**config.mk**
```make
export PLATFORM = sky130hd
export DESIGN_NAME = int_gateway_flat
export DESIGN_NICKNAME = d
export VERILOG_FILES = /design/src/rtl/int_gateway_pkg.sv /design/src/rtl/int_gateway_if.sv /design/src/rtl/int_edge_cnt.sv /design/src/rtl/int_gateway.sv /design/src/flat_wrapper.sv
export SDC_FILE = /design/constraint.sdc
export NUM_CORES = 1
export LEC_CHECK = 0
export BUFFER_PORTS_ARGS = -buffer_cell sky130_fd_sc_hd__clkbuf_2
export CAP_MARGIN = 20
export CORE_AREA = 3 3 40 42
export CTS_CLUSTER_DIAMETER = 200
export DETAILED_ROUTE_END_ITERATION = 12
export DIE_AREA = 0 0 43 45
export GPL_ROUTABILITY_DRIVEN = 0
export MAX_ROUTING_LAYER = met4
export PLACE_DENSITY = 0.39
export SYNTH_ARGS = -nofsm -noshare
export SYNTH_HDL_FRONTEND = slang
export SYNTH_SLANG_ARGS = --single-unit
```
**constraint.sdc**
```tcl
create_clock -name clk -period 1.27 [get_ports clk]
set_input_delay 0.0635 -clock clk [delete_from_list [all_inputs] [get_ports clk]]
set_output_delay 0.0635 -clock clk [all_outputs]
set_load 0.05 [all_outputs]
```
**src/rtl/int_gateway_pkg.sv**
```systemverilog
// Shared types and defaults for the interrupt gateway.
package int_pkg;

    localparam int unsigned CntWDefault = 4;

    typedef enum logic [1:0] {
        IDLE       = 2'd0,
        WAIT_CLAIM = 2'd1,
        IN_SERVICE = 2'd2
    } state_e;

endpackage

```
**src/rtl/int_gateway_if.sv**
```systemverilog
// Source-side and target-side signals of one interrupt gateway.
interface int_gateway_if import int_pkg::*; #(
    parameter int unsigned CNT_W = CntWDefault
) ();

    logic             irq_src;
    logic             edge_sel;
    logic             enable;
    logic             claim;
    logic             complete;
    logic             gate;
    logic             busy;
    logic [CNT_W-1:0] edge_cnt;

    modport master (
        output irq_src, edge_sel, enable, claim, complete,
        input  gate, busy, edge_cnt
    );

    modport slave (
        input  irq_src, edge_sel, enable, claim, complete,
        output gate, busy, edge_cnt
    );

endinterface

```
**src/rtl/int_edge_cnt.sv**
```systemverilog
// Rising-edge detector feeding a saturating count of edges awaiting forwarding.
module int_edge_cnt import int_pkg::*; #(
    parameter int unsigned CNT_W = CntWDefault
) (
    input  logic             clk,
    input  logic             rst,
    input  logic             irq_src_i,
    input  logic             dec_i,
    output logic [CNT_W-1:0] count_o,
    output logic             edge_o
);

    localparam logic [CNT_W-1:0] CntMax = '1;

    logic             irq_d_q, irq_d_d;
    logic [CNT_W-1:0] cnt_q, cnt_d;
    logic             rise;

    always_comb begin
        irq_d_d = irq_src_i;
        rise    = irq_src_i & ~irq_d_q;
        cnt_d   = cnt_q;
        // An edge consumed by a same-cycle forward never touches the count.
        if (rise && !dec_i) begin
            if (cnt_q != CntMax) cnt_d = cnt_q + 1'b1;
        end else if (!rise && dec_i && (cnt_q != '0)) begin
            cnt_d = cnt_q - 1'b1;
        end
    end

    always_ff @(posedge clk) begin
        if (rst) begin
            irq_d_q <= 1'b0;
            cnt_q   <= '0;
        end else begin
            irq_d_q <= irq_d_d;
            cnt_q   <= cnt_d;
        end
    end

    assign count_o = cnt_q;
    assign edge_o  = rise;

endmodule

```
**src/rtl/int_gateway.sv**
```systemverilog
// Interrupt gateway: forwards one request at a time and waits for claim/complete.
// Edge-triggered mode and its counter exist only when INT_GW_EDGE_EN is defined.
module int_gateway import int_pkg::*; #(
    parameter int unsigned CNT_W = CntWDefault
) (
    input logic          clk,
    input logic          rst,
    int_gateway_if.slave bus
);

    state_e           state_q, state_d;
    logic             mode_q, mode_d;
    logic [CNT_W-1:0] cnt;
    logic             rise;
    logic             sel;
    logic             edge_req;

    assign edge_req = sel & ((cnt != '0) | rise);

`ifdef INT_GW_EDGE_EN
    logic dec;

    assign sel = bus.edge_sel;
    assign dec = (state_q == IDLE) & bus.enable & edge_req;

    int_edge_cnt #(
        .CNT_W (CNT_W)
    ) u_edge_cnt (
        .clk       (clk),
        .rst       (rst),
        .irq_src_i (bus.irq_src),
        .dec_i     (dec),
        .count_o   (cnt),
        .edge_o    (rise)
    );
`else
    assign sel  = 1'b0;
    assign cnt  = '0;
    assign rise = 1'b0;
`endif

    always_comb begin
        state_d = state_q;
        mode_d  = mode_q;
        case (state_q)
            IDLE: begin
                if (bus.enable) begin
                    if (sel) begin
                        if (edge_req) begin
                            state_d = WAIT_CLAIM;
                            mode_d  = 1'b1;
                        end
                    end else if (bus.irq_src) begin
                        state_d = WAIT_CLAIM;
                        mode_d  = 1'b0;
                    end
                end
            end
            WAIT_CLAIM: begin
                // Claim beats a retracted level; complete is meaningless here.
                if (bus.claim) begin
                    state_d = IN_SERVICE;
                end else if (!mode_q && !bus.irq_src) begin
                    state_d = IDLE;
                end
            end
            IN_SERVICE: begin
                if (bus.complete) state_d = IDLE;
            end
            default: state_d = IDLE;
        endcase
    end

    always_ff @(posedge clk) begin
        if (rst) begin
            state_q <= IDLE;
            mode_q  <= 1'b0;
        end else begin
            state_q <= state_d;
            mode_q  <= mode_d;
        end
    end

    assign bus.gate     = (state_q == WAIT_CLAIM);
    assign bus.busy     = (state_q != IDLE);
    assign bus.edge_cnt = cnt;

endmodule

```
**src/flat_wrapper.sv**
```systemverilog
// flat-port wrapper written by rule: the top's interface ports become plain ports
module int_gateway_flat import int_pkg::*;
#(
    parameter int unsigned CNT_W = CntWDefault
)
  (clk, rst, bus_irq_src, bus_edge_sel, bus_enable, bus_claim, bus_complete, bus_gate, bus_busy, bus_edge_cnt);
  int_gateway_if #(.CNT_W(CNT_W)) bus_i ();
  input logic clk;
  input logic rst;
  input wire logic [$bits(bus_i.irq_src)-1:0] bus_irq_src;
  input wire logic [$bits(bus_i.edge_sel)-1:0] bus_edge_sel;
  input wire logic [$bits(bus_i.enable)-1:0] bus_enable;
  input wire logic [$bits(bus_i.claim)-1:0] bus_claim;
  input wire logic [$bits(bus_i.complete)-1:0] bus_complete;
  output wire logic [$bits(bus_i.gate)-1:0] bus_gate;
  output wire logic [$bits(bus_i.busy)-1:0] bus_busy;
  output wire logic [$bits(bus_i.edge_cnt)-1:0] bus_edge_cnt;
  assign bus_i.irq_src = bus_irq_src;
  assign bus_i.edge_sel = bus_edge_sel;
  assign bus_i.enable = bus_enable;
  assign bus_i.claim = bus_claim;
  assign bus_i.complete = bus_complete;
  assign bus_gate = bus_i.gate;
  assign bus_busy = bus_i.busy;
  assign bus_edge_cnt = bus_i.edge_cnt;
  int_gateway #(.CNT_W(CNT_W)) u_core (.clk(clk), .rst(rst), .bus(bus_i));
endmodule
```
Yosys cells after proc, flatten, opt, wreduce, memory -nomap -nowiden --
Cells that the tools add are included.
Word-level totals: output and inout port bits 6, word-level logic and storage cells 17, bits in registers 2, bits of input ports 7
Operators by class: reduce and logical (&&, ||, !) cells 4, eq/ne operators 6, multiplexer cells 6
Operators by type and width (number):
- two-way mux 2 bit | 5
- inequality test 2 bit, second input constant | 3
- case mux 2 bit (3 select lines) | 1
- AND reduction 4 bit | 1
- inequality test 3 x 2 -> 1 bit, second input constant | 1
- equality test 2 x 1 -> 1 bit, second input constant | 1
- equality test 2 bit, second input constant | 1
- zero test 2 bit | 1
- nonzero test 2 bit | 1
- zero test 1 bit | 1

Longest topological paths before layout --
word-level depth 3, mapped depth 2, depth with buffers taken out 2

Least setup slack after synthesis --
OpenSTA, ideal clock, no wires.
path type flip-flop to output port, start register u_core.state_q[0], end output port bus_gate, required time 1.207 ns, arrival 1.073 ns, path slack 0.133 ns, path buffers 0, cell stages (with the launch flop) 2, path through dfxtp_1 -> nor2b_1
On the way: cells in the longest elaborated chain, start to end 1
Ends and longest elaborated chain:
- start: declaration | line int_gateway.sv:11 | state_e state_q, state_d;
- start signal: assignment | line int_gateway.sv:79 | state_q <= state_d;
- equality test 2 x 1 -> 1 bit | line int_gateway.sv:84 | assign bus.gate = (state_q == WAIT_CLAIM);
- end: declaration | line flat_wrapper.sv:15 | output wire logic [$bits(bus_i.gate)-1:0] bus_gate;
Every way passes these cells.

Worst setup path in the final report --
start register u_core.state_q[1], end output port bus_busy
On the way: cells in the longest elaborated chain, start to end 1
Ends and longest elaborated chain:
- nonzero test 2 bit | line int_gateway.sv:85 | assign bus.busy = (state_q != IDLE);
- end: declaration | line flat_wrapper.sv:16 | output wire logic [$bits(bus_i.busy)-1:0] bus_busy;
Every way passes these cells.

==> results.toml <==
[setup_path]
critPathLaunch = "u_core.state_q[1]"
timing.rr.end = "u_core.state_q[0]"
crit_type = "reg2out"
rrSetupSlack_ns = 0.27
critPathArrivalTime_ns = 1.09
r2r_cells = 2
start_kind = "register"
crit_path_max_fanout = 5
reg2reg_from = "u_core.state_q[0]"
endpoint_kind = "output pin"
required_ns = 1.21
crit_end = "bus_busy"

[floorplan]
die_h_um = 45
start_util = 0.109
dieArea_mm2 = 0.00194
dieWidth_um = 43
boundaryPins = 13
rows = 13
core_area_mm2 = 0.00128

[sta]
fmax_mhz = 868
setup_tns_ns = 0
fin_crit_ns = 1.15
rsz0062_at_grt = "false"
hold_violations = 0
period_share = 0.907
finalSetupViolations = 0
maxSlewViolCount = 0
skew_ns = 0.00261
holdWs_ns = 0.0256

[synthesis]
ys_ff_latch = 2
yosysSeqAreaShare = 0.286
ys_types = 12
synth.largest_area_cell = "dfxtp_1"
syn_inst = 16
synthTopCellsByArea = "dfxtp_1 29%, buf_4 21%, a2111oi_2 11%"
yosys_warnings = 0
yosys.area.top_type_share = 0.286
synthesis.area_um2 = 140
avgSynthCellArea_um2 = 8.76

[detailed_routing]
detail-route-antenna-nets = 0
drtIter0Drc = 1
dr.pass1.iters = 2
wirelength_um = 263
via_per_inst = 3.30
drcViolationCount = 0
wl_per_cell_um = 6.58
via_count = 132

[global_route]
grt_start_max_net_pins = 7
grt_pass1_wl_um = 427
grt_use_total = 0.0411
antenna_found_initial = 0
overflow = 0
grt_pass1_vias = 113

[clocking]
ctsHoldBuffers = 0
cts_tree = "yes"
clock-root-buffer = "clkbuf_4"
clkLatencyLatePin_ns = 0.23
cts.sink_count = 2
cts_resized = 0
htree_levels = 1
numCtsBuffers = 3
cts_buffer_depth = 2
path_clk_slew_ns = 0.03
post_cts_buffers = 0

[layout]
fin_cells = 40
utilization = 0.154
drive_gt1_frac = 0.480
nets = 34
largest_reg_flops = 2
nFillCells = 148
regMostFlops = "u_core.state_q"
num_antenna_cells = 0
reg.largest.list = "u_core.state_q x2"
area_growth_syn_to_layout_pct = 41.1

[placement]
io_buffers = 7
dp_cells = 37

[status]
status = "finished clean"

[pwr]
leakage_nw = 0.0972
power.density_mw_per_mm2 = 1370
max-vdd-ir-drop_mv = 0.273

[min_path]
whs_path_depth = 2
hp-class = "in2reg"

[flow_run]
maxCapViolations = 0
==> cells in the mapped netlist (all sizes together) <==
master   instances
a2111oi          1
a21oi            1
buf              4
conb             1
dfxtp            2
inv              1
nand2b           1
nand3b           1
nor2b            1
or2              1
or2b             1
or3b             1
==> logic make-up (layout without fill, tap and decap cells) <==
kind of cell,after synthesis,in the layout,share of synthesized area
simple gates,6,6,0.304
flops,2,2,0.286
buf+inv,5,11,0.241
compound gates,2,2,0.143
other cells,1,4,0.0268
==> worst min-delay path by stage <==
| stage | from | endpoint | slack, ns |
|---|---|---|---|
| 6_report | rst | u_core.state_q[1] | 0.03 |
| 5_1_grt | rst | u_core.state_q[0] | 0.02 |
| 4_1_cts | rst | u_core.state_q[0] | 0.02 |
| 3_5_place_dp | rst | u_core.state_q[0] | 0.26 |
| 3_3_place_gp | rst | u_core.state_q[0] | 0.26 |
| 2_1_floorplan | rst | u_core.state_q[0] | 0.13 |
==> per-stage QoR <==
stage	power [W]	area (um2)	worst slack [ns]
floorplan	0.000126	151	0.133
global placement	0.000129	175	0.250
detailed placement	0.000129	175	0.249
CTS	0.000279	198	0.107
global route	0.000296	198	0.0626
finish	0.000270	198	0.118
==> cell type report <==
type	instances	area [um2]	area share
clock buffer	3	22.5	0.114
inverter	1	3.75	0.0190
multi-input combinational	12	77.6	0.392
sequential	2	40.0	0.203
tap	15	18.8	0.0949
timing repair buffer	7	35.0	0.177
==> power by group <==
part           total (W)  leakage (nW)  internal (W)  switching, W
registers      0.0000681        0.0163     0.0000657    0.00000243
logic          0.0000600        0.0671     0.0000139     0.0000461
clock network   0.000142        0.0138      0.000104     0.0000376
total           0.000270        0.0972      0.000184     0.0000861
==> layer usage <==
metal | share of wire | track usage | wire length (um) | up-vias
met5 | 0 | - | 0 | -
met2 | 0.46 | 0.0419 | 122 | 9
met4 | 0.065 | 0.0723 | 17 | 0
met3 | 0.14 | 0.0478 | 36 | 2
li1 | - | - | - | 64
met1 | 0.33 | 0.0240 | 86 | 57
==> critical path: stages, from the launching register on <==
cell and delay, ns:
dfxtp_1 0.33, or2_2 0.30, clkbuf_2 0.24
==> cells in the final DEF (no fill, tap or decap) <==
cell type,synthesis,final
inv_1,1,1
or3b_1,1,1
a21oi_1,1,1
conb_1,1,4
a2111oi_2,1,1
nand2b_1,1,1
nand3b_1,1,1
clkbuf_2,0,7
nor2b_1,1,1
dfxtp_1,2,2
clkbuf_4,0,3
or2_2,1,1
or2b_1,1,1
Power figures use the tool's default switching activity.
